==> config.mk <==
export PLATFORM = sky130hd
export DESIGN_NAME = mainfsm
export DESIGN_NICKNAME = d
export VERILOG_FILES = /design/src/rtl/mainfsm.sv
export SDC_FILE = /design/constraint.sdc
export NUM_CORES = 1
export LEC_CHECK = 0
export ABC_CLOCK_PERIOD_IN_PS = 1300
export CAP_MARGIN = 20
export CORE_UTILIZATION = 37
export DETAILED_ROUTE_END_ITERATION = 8
export GPL_TIMING_DRIVEN = 0
export PLACE_DENSITY = 0.73
export SYNTH_ARGS = -nofsm -noshare
export SYNTH_HDL_FRONTEND = slang
export SYNTH_SLANG_ARGS = --single-unit
export TNS_END_PERCENT = 100
==> constraint.sdc <==
create_clock -name clk -period 1.3 [get_ports clk]
set_clock_uncertainty 0.15 [all_clocks]
set_input_delay 0.195 -clock clk [delete_from_list [all_inputs] [get_ports clk]]
set_output_delay 0.195 -clock clk [all_outputs]
set_load 0.05 [all_outputs]
==> src/rtl/mainfsm.sv <==
// mainfsm - multicycle processor main control FSM (Moore).
//
// Sequences each instruction through FETCH / DECODE and then the memory,
// ALU or branch path. FETCH and MEMRD can be stretched by MEM_WAIT extra
// cycles (0..7) for slow memory. Write enables are qualified by the
// condition flag, so a failed-condition instruction still walks its full
// state sequence without side effects.
//
// Parameters:
//   MEM_WAIT   extra wait cycles in FETCH and MEMRD (0..7)
// Macro:
//   ILLEGAL_OP_TRAP_EN  when defined, op=11 enters TRAP and the illegal
//                       port exists; otherwise op=11 is a no-op.
// Ports:
//   clk        rising-edge clock
//   reset_n    asynchronous active-low reset
//   op         instruction bits [27:26]
//   funct      instruction bits [25:20]
//   cond_ex    condition-passed flag
//   irwrite, adrsrc, alusrca, aluop   datapath controls
//   alusrcb, resultsrc                datapath mux selects
//   regwrite, memwrite, pcwrite       conditioned write enables
//   illegal    trap indicator (ILLEGAL_OP_TRAP_EN only)

module mainfsm #(
    parameter int unsigned MEM_WAIT = 0
) (
    input  logic       clk,
    input  logic       reset_n,
    input  logic [1:0] op,
    input  logic [5:0] funct,
    input  logic       cond_ex,
    output logic       irwrite,
    output logic       adrsrc,
    output logic       alusrca,
    output logic       aluop,
    output logic [1:0] alusrcb,
    output logic [1:0] resultsrc,
    output logic       regwrite,
    output logic       memwrite,
    output logic       pcwrite
`ifdef ILLEGAL_OP_TRAP_EN
    ,
    output logic       illegal
`endif
);

    typedef enum logic [3:0] {
        FETCH  = 4'd0,
        DECODE = 4'd1,
        MEMADR = 4'd2,
        MEMRD  = 4'd3,
        MEMWB  = 4'd4,
        MEMWR  = 4'd5,
        EXECR  = 4'd6,
        EXECI  = 4'd7,
        ALUWB  = 4'd8,
        BRANCH = 4'd9
`ifdef ILLEGAL_OP_TRAP_EN
        ,
        TRAP   = 4'd10
`endif
    } state_t;

    localparam logic [2:0] WAIT_MAX = 3'(MEM_WAIT);

    state_t     state, next_state;
    logic [2:0] wait_cnt, next_cnt;

    logic regw, memw, nextpc, branch, irw, nowrite;
`ifdef ILLEGAL_OP_TRAP_EN
    logic trap_st;
`endif

    // funct[2:1] carry no control information for this FSM.
    logic unused_funct;
    assign unused_funct = ^funct[2:1];

    always_ff @(posedge clk or negedge reset_n) begin
        if (!reset_n) begin
            state    <= FETCH;
            wait_cnt <= '0;
        end else begin
            state    <= next_state;
            wait_cnt <= next_cnt;
        end
    end

    always_comb begin
        next_state = state;
        next_cnt   = '0;
        irw        = 1'b0;
        adrsrc     = 1'b0;
        alusrca    = 1'b0;
        aluop      = 1'b0;
        alusrcb    = 2'b00;
        resultsrc  = 2'b00;
        regw       = 1'b0;
        memw       = 1'b0;
        nextpc     = 1'b0;
        branch     = 1'b0;
`ifdef ILLEGAL_OP_TRAP_EN
        trap_st    = 1'b0;
`endif
        case (state)
            FETCH: begin
                alusrca   = 1'b1;
                alusrcb   = 2'b10;
                resultsrc = 2'b10;
                if (wait_cnt == WAIT_MAX) begin
                    irw        = 1'b1;
                    nextpc     = 1'b1;
                    next_state = DECODE;
                end else begin
                    next_cnt = wait_cnt + 3'd1;
                end
            end
            DECODE: begin
                alusrca   = 1'b1;
                alusrcb   = 2'b10;
                resultsrc = 2'b10;
                case (op)
                    2'b00:   next_state = funct[5] ? EXECI : EXECR;
                    2'b01:   next_state = MEMADR;
                    2'b10:   next_state = BRANCH;
`ifdef ILLEGAL_OP_TRAP_EN
                    default: next_state = TRAP;
`else
                    default: next_state = FETCH;
`endif
                endcase
            end
            MEMADR: begin
                alusrcb    = 2'b01;
                next_state = funct[0] ? MEMRD : MEMWR;
            end
            MEMRD: begin
                adrsrc = 1'b1;
                if (wait_cnt == WAIT_MAX) begin
                    next_state = MEMWB;
                end else begin
                    next_cnt = wait_cnt + 3'd1;
                end
            end
            MEMWB: begin
                resultsrc  = 2'b01;
                regw       = 1'b1;
                next_state = FETCH;
            end
            MEMWR: begin
                adrsrc     = 1'b1;
                memw       = 1'b1;
                next_state = FETCH;
            end
            EXECR: begin
                aluop      = 1'b1;
                next_state = ALUWB;
            end
            EXECI: begin
                alusrcb    = 2'b01;
                aluop      = 1'b1;
                next_state = ALUWB;
            end
            ALUWB: begin
                regw       = 1'b1;
                next_state = FETCH;
            end
            BRANCH: begin
                alusrcb    = 2'b01;
                resultsrc  = 2'b10;
                branch     = 1'b1;
                next_state = FETCH;
            end
`ifdef ILLEGAL_OP_TRAP_EN
            TRAP: begin
                trap_st    = 1'b1;
                next_state = TRAP;
            end
`endif
            default: next_state = FETCH;
        endcase
    end

    // Compare-class ALU ops (TST/TEQ/CMP/CMN) only set flags.
    assign nowrite  = (op == 2'b00) && (funct[4:3] == 2'b10);

    assign regwrite = regw & cond_ex & ~nowrite;
    assign memwrite = memw & cond_ex;
    // State is forced to FETCH during reset; with MEM_WAIT=0 that is the
    // final FETCH cycle, so the fetch strobes need explicit reset gating.
    assign irwrite  = irw & reset_n;
    assign pcwrite  = (nextpc | (branch & cond_ex)) & reset_n;
`ifdef ILLEGAL_OP_TRAP_EN
    assign illegal  = trap_st & reset_n;
`endif

endmodule
==> results.md <==
* Layout cell share with drive strength beyond 1 at approximately 63%
* Design Power at 3.02 mW
* Post-synth EDFFs at 0
* Worst R2R Path Depth at 7
* Hold crit path type: input pin to async pin
* Total gr overflow at 0
* Max-slew violation count at 0
* Starting density of the core at 40.6%
* Clock tree from TritonCTS: built
* Post-synth cell types at 25
* Initial antenna violation count at 0
* Final Instance Area at approximately 0.0013 mm^2
* Clock latency at the later pin of the worst-skew pair at around 0.27 ns
* CTS clk-pin slew, worst paths at approximately 0.06 ns
* Synth Cell Area at about 530 um^2
* Root Buffer: clkbuf_4
* Setup crit end kind: primary output
* CTS Buf Count at 3
* Tightest Pin Transition at between 0.3 and 0.4 ns
* Die height at ~40 um
* Pleak at ~0.54 nW
* Total routed wirelength at ~2.9 mm
* Number of synthesized register bits at 7
* Post-synth top cells: nor2_1 (11), dfrtp_1 (7), inv_1 (6), nor3_1 (6), nand2b_1 (4)
* YS warnings at 0
* Tcrit/Tclk final at 145%
* Post-DP HPWL at 998 um
* Synth area leaders: dfrtp_1 (33%), nor2_1 (7.7%), nor3_1 (5.6%)
* Worst setup path startpoint: wait_cnt[1]
* Reg2reg end: wait_cnt[1]
* Signal arrival time at the worst endpoint at around 1.5 ns
* Dpl ws at -1.07 ns
* Startpoint types: flip-flop
* DR WL/cell at 21.9 um
* Top-count cell post-synth: nor2_1
* Number of port buffers at 19
* VDD IR max at between 1.5 and 2 mV
* Worst reg2reg startpoint: wait_cnt[1]
* H-tree Lvls at 1
* Crit Path Category: flip-flop to primary output
* Layout Nets at between 100 and 150
* Reg-to-reg setup timing slack at -0.51 ns
* Status: finished, violations left
* Cells after Synth at 65
* Vias per cell at 5.97
* Unrepaired setup endpoints after global routing: yes
* Ys flop type: dfrtp_1
* Fin crit period at 1.89 ns
* Maxcap violations at 0
* Final Hold Fails at 0
* Full die area at 0.00160 mm^2
* Core ar. at roughly 0.0013 mm^2
* Sequential fraction of the synthesis area at between 30% and 40%
* Util after Layout at a little over nine tenths
* I/O pin total at 22
* Final Worst Setup Slack at -0.586 ns
* Vias at slightly below 800
* Post-Place Cell Area at around 910 um^2
* DRT Pass-1 Iters at 4
* Setup TNS at -8.46 ns
* Synth top area share at 32.8%
* Failing checks: setup timing
* Avg Inst Size Synth at just over 8 um^2
* Max_slew headroom at between 70% and 80%
* Antenna diode count at 0
* Final GP Congestion at 0.806
* Area grow syn2layout at 134%
* Global-route wire length before repair at around 3.4 mm
* Vias in the first global route at between 600 and 700
* Sink Count at 7
* Std-Cell Rows at 13
* PwrDens at 2420 mW/mm^2
* Final Setup Violations at 18
* Mapped Nets at 78
* CTS Buffer Depth at 2
* WP data required at approximately 0.95 ns
* Number of remaining DRC errors at 0
* Global Route Usage Sum at a little over a third
* Post-synth ARST share at 100%
* Post-synthesis cell type with the largest combined area: dfrtp_1
* Die Wd at roughly 40 um
* Crit path to: pcwrite
* Largest net degree at the start of global routing at 9
* DRT antenna net count at 0
* Maximum operating frequency at 530 MHz
* First DRT Iteration DRCs at 30
* Worst Path Max Fanout at 2
-- final cells by class --
class | count | area, um^2
Buffer | 4 | 52.6
Clock buffer | 4 | 26.3
Fill cell | 33 | 66.3
Inverter | 6 | 27.5
Multi-Input combinational cell | 48 | 515
Sequential cell | 7 | 176
Tap cell | 15 | 18.8
Timing Repair Buffer | 47 | 434
-- how the worst min path moves through the flow --
stage           startpoint     endpoint  slack [ns]
2_1_floorplan      reset_n     state[0]       -0.25
3_3_place_gp   wait_cnt[0]  wait_cnt[0]        0.30
3_5_place_dp   wait_cnt[0]  wait_cnt[0]        0.30
4_1_cts            reset_n  wait_cnt[2]        0.37
5_1_grt            reset_n     state[3]        0.39
6_report           reset_n     state[3]        0.38
-- layout by cell type, fill, tap and decap left out, drive strengths merged --
| cell | Yosys | layout |
|---|---|---|
| a211oi | 2 | 2 |
| a21boi | 1 | 1 |
| a21oi | 1 | 1 |
| a221oi | 1 | 1 |
| a22oi | 2 | 2 |
| and2b | 1 | 1 |
| buf | 4 | 42 |
| clkbuf | 0 | 4 |
| clkdlybuf4s50 | 0 | 7 |
| dfrtp | 7 | 7 |
| dlygate4sd2 | 0 | 1 |
| dlygate4sd3 | 0 | 1 |
| ha | 2 | 2 |
| inv | 6 | 6 |
| mux2i | 1 | 1 |
| nand2 | 2 | 2 |
| nand2b | 4 | 4 |
| nand3 | 2 | 2 |
| nand4b | 2 | 2 |
| nor2 | 12 | 12 |
| nor2b | 2 | 2 |
| nor3 | 6 | 6 |
| nor4b | 1 | 1 |
| o21a | 2 | 2 |
| o32ai | 1 | 1 |
| xnor2 | 2 | 2 |
| xor2 | 1 | 1 |
-- report_power, final --
| part | internal, mW | switching [mW] |
|---|---|---|
| sequential | 0.266 | 0.0597 |
| clock | 0.118 | 0.100 |
| combinational | 1.09 | 1.39 |
| total | 1.47 | 1.55 |
-- registers in the layout, summed over array words and instances, names as in the netlist --
name	count
wait_cnt	3
state	4
-- metal layers --
| layer | wire (um) | global-route usage [%] |
|---|---|---|
| met2 | 1480 | 64.5 |
| met1 | 1000 | 37.0 |
| met3 | 194 | 9.44 |
| met5 | 0 | 0 |
| met4 | 193 | 13.8 |
-- kinds of logic (layout without fill, tap and decap cells) --
kind of cell,after synthesis,count (layout),share of synthesized area (%)
and+or+nand+nor,32,32,31.1
AOI/OAI and AO/OA,10,10,15.2
buffers and inverters,10,61,9.37
muxes,1,1,1.87
xor gates and xnor gates,3,3,4.92
adders and majority gates,2,2,4.68
DFF,7,7,32.8
-- per-stage QoR --
| step | std cells | hold slack (ns) |
|---|---|---|
| after detailed placement | 99 | 0.302 |
| after global placement | 99 | 0.297 |
| after CTS | 124 | 0.369 |
| after floorplan | 65 | -0.251 |
| after global routing | 131 | 0.386 |
| final | 131 | 0.376 |
-- what timing repair did --
item,4_1_cts,5_1_grt
endpoints found under the hold margin,7,0
cloned,1,0
hold buffers,1,0
pin swaps,7,3
gates resized for setup,94,6
setup endpoints to repair,17,18
buffers inserted,19,7
-- critical path, cell delays in order (launching register included) --
cell and delay, ns:
dfrtp_1 0.40, inv_1 0.09, ha_2 0.19, and2b_2 0.19, nand3_4 0.11, a21oi_4 0.14, buf_6 0.16
Power figures use the tool's default switching activity.
==> RTL change 1: new RTL, same flow settings <==
Build with the macro `ILLEGAL_OP_TRAP_EN` defined.
--- a/src/rtl/mainfsm.sv
+++ b/src/rtl/mainfsm.sv
@@ -21,6 +21,8 @@
 //   alusrcb, resultsrc                datapath mux selects
 //   regwrite, memwrite, pcwrite       conditioned write enables
 //   illegal    trap indicator (ILLEGAL_OP_TRAP_EN only)
+
+`define ILLEGAL_OP_TRAP_EN
 
 module mainfsm #(
     parameter int unsigned MEM_WAIT = 0
Function (old outputs only; new: illegal): changed (a bounded check fails within 4 cycles, from zero or initial values and one cycle with reset_n low).
==> RTL change 1 against the original RTL <==
The flow still finishes with violations (negative setup slack). Setup slack improved by 0.037 ns. Area after synthesis grew 4.2%. Routed wire length down 38%. First-iteration DRC count fell by 60%. Die area grew 4.0%. Total power rose by 12%. Sequential cell count unchanged. Cell area fell by 6.8%. Critical path type unchanged. Largest cell class unchanged.
==> RTL change 1: results (changes against the original RTL) <==
[critical_path]
critPathMaxFanout=5  ; +3
critical-path-max-stage-delay_ns=0.40  ; about the same
r2r-start=state[2]$_DFFE_PN0P_
worstReg2RegEnd=wait_cnt[0]$_DFF_PN0_
worstRegToRegCells=5  ; -2
cp.arrival_ns=1.50  ; -0.04 ns
ff2ff_setup_slack_ns=-0.37  ; +0.14 ns

[status]
failed_checks=negative setup slack
outcome=finished with violations

[detailed_routing]
wl_per_cell_um=14.76  ; -33%
drt_iter0_drc=12  ; -60%
via_per_inst=5.207  ; -13%
dr.max_layer_used=met3
drt-met1-wl_um=792  ; -21%
met3_length_um=56  ; -71%
wl_mm=1.786  ; -38%
routed-wl-met2_um=937  ; -37%

[yosys]
synth.distinct_cells=31  ; +24%
synth_commonest_cells=nor2_1, dfrtp_1, inv_1
ys_top_cells_by_area=dfrtp_1, nor2_1, inv_1, ha_1, nor2b_1
syn-num-nets=80  ; +2.6%
avgSynthCellArea_um2=8.310  ; +1.1%
seq_area_frac_synth=0.3146  ; -0.01326

[timing]
setup_slack_ns=-0.5489  ; +0.03714 ns
setup_violations=19  ; +1
slew_headroom=0.7979  ; +0.03694
tns_ns=-6.721  ; +1.742 ns
holdWs_ns=0.3778  ; +0.001956 ns

[global_routing]
grt_pass1_wl_mm=2.380  ; -30%
grtUsageTotal=0.2249  ; -0.1249
grt_max_degree=10  ; +1
met2_usage=0.3867  ; -0.2584
grtUsageMet1=0.2525  ; -0.1172
grt_pass1_vias=562  ; -19%
gr-usage-met3=0.07609  ; -0.01836

[place]
placedCellCount=102  ; +3.0%
placed_cell_area_um2=932.1  ; +2.9%
dpl.hpwl_mm=1.079  ; +8.1%
routabilityCongestion=0.7864  ; -2.4%
port_buffers=20  ; +1
preCtsSetupSlack_ns=-1.120  ; -0.04806 ns

[cts]
clkLatencyLatePin_ns=0.25  ; -0.02 ns
cts_max_path_buffers=2  ; unchanged

[layout]
nets=120  ; -7.7%
nFillCells=76  ; +130%
drive_gt1_frac=0.6321  ; +0.002765

[power]
vdd_drop_max_mv=1.758  ; +2.1%
p_leak_nw=0.5028  ; -6.7%

-- RTL change 1: changes by cell type in the layout (fill, tap and decap cells not counted), sizes merged, moves of 2 or more --
cell	delta
buf	-12
o21a	-2
a21oi	+3
and2	+2
nand4b	-2
nand2b	-2
a32o	+2
a22oi	-2
nor3	-4
nor2	-2
nor2b	+2
-- RTL change 1: cell type report --
| type | instances | area, um2 | share of cell area |
|---|---|---|---|
| buffer | 4 | 48.80 | 0.04185 |
| clock buffer | 4 | 26.28 | 0.02253 |
| inverter | 7 | 28.78 | 0.02468 |
| multi-input combinational | 49 | 489.2 | 0.4195 |
| sequential | 7 | 177.7 | 0.1524 |
| tap | 15 | 18.77 | 0.01609 |
| timing repair buffer | 35 | 376.6 | 0.3230 |
-- RTL change 1: logic make-up (layout without fill, tap and decap cells) --
family / count (synthesis) / after routing / share of synthesized area
buffers and inverters: 11 / 50 / 0.09663
flip-flops: 7 / 7 / 0.3146
AND/OR/NAND/NOR: 31 / 31 / 0.3213
adder cells (fa/ha/maj): 2 / 2 / 0.04494
AO/OA/AOI/OAI: 12 / 12 / 0.1551
XOR/XNOR: 2 / 2 / 0.03147
multiplexers: 2 / 2 / 0.03596
-- RTL change 1: where the power goes --
part / internal, mW / switching, mW / total [mW]
clock network: 0.117 / 0.0789 / 0.196
registers: 0.283 / 0.0842 / 0.367
logic: 1.34 / 1.48 / 2.83
-- RTL change 1: timing repair --
action | 4_1_cts | 5_1_grt
cloned | 0 | 1
hold buffers | 1 | 0
pin swaps | 4 | 4
setup endpoints to repair | 18 | 19
buffers inserted | 11 | 2
endpoints found under the hold margin | 7 | 0
gates resized for setup | 92 | 13
==> RTL change 2: new RTL, same flow settings <==
Without the edit above. Add an input register stage for `op`, `funct` and `cond_ex`, with the module's reset; this delays them by one clock.
--- a/src/rtl/mainfsm.sv
+++ b/src/rtl/mainfsm.sv
@@ -64,6 +64,22 @@
 
     localparam logic [2:0] WAIT_MAX = 3'(MEM_WAIT);
 
+    logic [1:0] op_q;
+    logic [5:0] funct_q;
+    logic cond_ex_q;
+
+    always_ff @(posedge clk or negedge reset_n) begin
+        if (!reset_n) begin
+            op_q      <= '0;
+            funct_q   <= '0;
+            cond_ex_q <= '0;
+        end else begin
+            op_q      <= op;
+            funct_q   <= funct;
+            cond_ex_q <= cond_ex;
+        end
+    end
+
     state_t     state, next_state;
     logic [2:0] wait_cnt, next_cnt;
 
@@ -74,7 +90,7 @@
 
     // funct[2:1] carry no control information for this FSM.
     logic unused_funct;
-    assign unused_funct = ^funct[2:1];
+    assign unused_funct = ^funct_q[2:1];
 
     always_ff @(posedge clk or negedge reset_n) begin
         if (!reset_n) begin
@@ -119,8 +135,8 @@
                 alusrca   = 1'b1;
                 alusrcb   = 2'b10;
                 resultsrc = 2'b10;
-                case (op)
-                    2'b00:   next_state = funct[5] ? EXECI : EXECR;
+                case (op_q)
+                    2'b00:   next_state = funct_q[5] ? EXECI : EXECR;
                     2'b01:   next_state = MEMADR;
                     2'b10:   next_state = BRANCH;
 `ifdef ILLEGAL_OP_TRAP_EN
@@ -132,7 +148,7 @@
             end
             MEMADR: begin
                 alusrcb    = 2'b01;
-                next_state = funct[0] ? MEMRD : MEMWR;
+                next_state = funct_q[0] ? MEMRD : MEMWR;
             end
             MEMRD: begin
                 adrsrc = 1'b1;
@@ -182,14 +198,14 @@
     end
 
     // Compare-class ALU ops (TST/TEQ/CMP/CMN) only set flags.
-    assign nowrite  = (op == 2'b00) && (funct[4:3] == 2'b10);
-
-    assign regwrite = regw & cond_ex & ~nowrite;
-    assign memwrite = memw & cond_ex;
+    assign nowrite  = (op_q == 2'b00) && (funct_q[4:3] == 2'b10);
+
+    assign regwrite = regw & cond_ex_q & ~nowrite;
+    assign memwrite = memw & cond_ex_q;
     // State is forced to FETCH during reset; with MEM_WAIT=0 that is the
     // final FETCH cycle, so the fetch strobes need explicit reset gating.
     assign irwrite  = irw & reset_n;
-    assign pcwrite  = (nextpc | (branch & cond_ex)) & reset_n;
+    assign pcwrite  = (nextpc | (branch & cond_ex_q)) & reset_n;
 `ifdef ILLEGAL_OP_TRAP_EN
     assign illegal  = trap_st & reset_n;
 `endif
Check against the original RTL: not equivalent (a bounded check fails within 4 cycles, from zero or initial values and one cycle with reset_n low).
==> RTL change 2 against the original RTL <==
The run ends with negative hold slack, negative setup slack left. Area after synthesis rose by 40%. Register-to-register slack improved by 0.33 ns. Setup slack lost 0.095 ns. Total power is 16% higher. Cell area rose by 5.9%. Synthesized cell count grew 12%. Largest power group unchanged. Largest cell class unchanged. Critical path type unchanged. Routed wire length fell by 43%. Sequential cell count increased by 7.
==> RTL change 2: results (changes against the original RTL) <==
[status]
failed_checks=negative hold slack, negative setup slack
outcome=finished with violations

[timing]
slew_headroom=0.5829  ; -0.1780
setup_slack_ns=-0.6812  ; -0.09508 ns
setup_violations=16  ; -2
tns_ns=-5.215  ; +3.248 ns
holdWs_ns=-0.1175  ; -0.4933 ns
finalHoldViolCount=14  ; +14

[yosys]
seq_area_frac_synth=0.4682  ; +0.1404
ys_top_cells_by_area=dfrtp_1, buf_6, nor2_1, xnor2_1, ha_1
synth.distinct_cells=32  ; +28%

[global_routing]
grt_max_degree=16  ; +7
grt_pass1_vias=602  ; -13%
grt_pass1_wl_mm=2.553  ; -25%

[layout]
reg_top3=funct_q: 4 flops, state: 4 flops, wait_cnt: 3 flops
area_growth_pct=77.09

[power]
p_leak_nw=0.5609  ; +4.0%

[cts]
clkTransAtPathRegs_ns=0.08  ; +0.02 ns

[critical_path]
ff2ff_setup_slack_ns=-0.18  ; +0.33 ns
worstRegToRegCells=6  ; -1
worstReg2RegEnd=state[0]$_DFFE_PN0P_
cp.arrival_ns=1.64  ; +0.10 ns

[detailed_routing]
num_vias=661  ; -15%
wl_per_cell_um=12.39  ; -43%

[place]
routabilityCongestion=0.8224  ; +2.0%

## RTL change 2: critical path, stage by stage (launching register included)
cell and delay, ns:
dfrtp_1 0.39, inv_1 0.06, ha_2 0.18, nand2b_4 0.05
or3_4 0.36, a21oi_4 0.14, buf_6 0.17
## RTL change 2: cell families after synthesis
| kind of cell | after synthesis | share of synthesized area |
|---|---|---|
| adders and majority gates | 2 | 0.03344 |
| xor gates and xnor gates | 5 | 0.05853 |
| AOI/OAI and AO/OA | 10 | 0.1037 |
| buffers and inverters | 11 | 0.1020 |
| DFF | 14 | 0.4682 |
| and+or+nand+nor | 31 | 0.2342 |
## RTL change 2: through the flow
stage               worst slack, ns  cells
global placement             -1.400    117
global route                -0.7450    133
detailed placement           -1.425    117
floorplan                   -0.4155     73
finish                      -0.6812    133
CTS                         -0.6975    131
## RTL change 2: metal layers
metal,part of all wire,track usage,vias to the layer above
li1,-,-,313
met5,0,0,-
met2,0.49,0.2889,19
met4,0.021,0.08571,0
met3,0.038,0.02308,4
met1,0.45,0.2058,325
## RTL change 2: final cells by class
type	count	area [um2]	share of cell area
multi-input cells	48	484.2	0.3654
well taps	25	31.28	0.02361
clock buffers	4	26.28	0.01983
plain buffers	6	80.08	0.06043
inverters	5	18.77	0.01416
flip-flops and latches	14	351.6	0.2653
repair buffers	31	332.8	0.2512
## RTL change 2: timing repair
| item | 4_1_cts | 5_1_grt |
|---|---|---|
| gates resized for setup | 90 | 8 |
| buffers inserted | 10 | 2 |
| hold endpoints to repair | 14 | 14 |
| endpoints found under the setup margin | 13 | 17 |
| pin swaps | 7 | 7 |
## RTL change 2: power by group
part           internal (mW)  total [mW]  switching [mW]
Clock                  0.119       0.247           0.128
Sequential             0.505       0.552          0.0469
Combinational           1.27        2.72            1.45
Total                   1.89        3.52            1.63
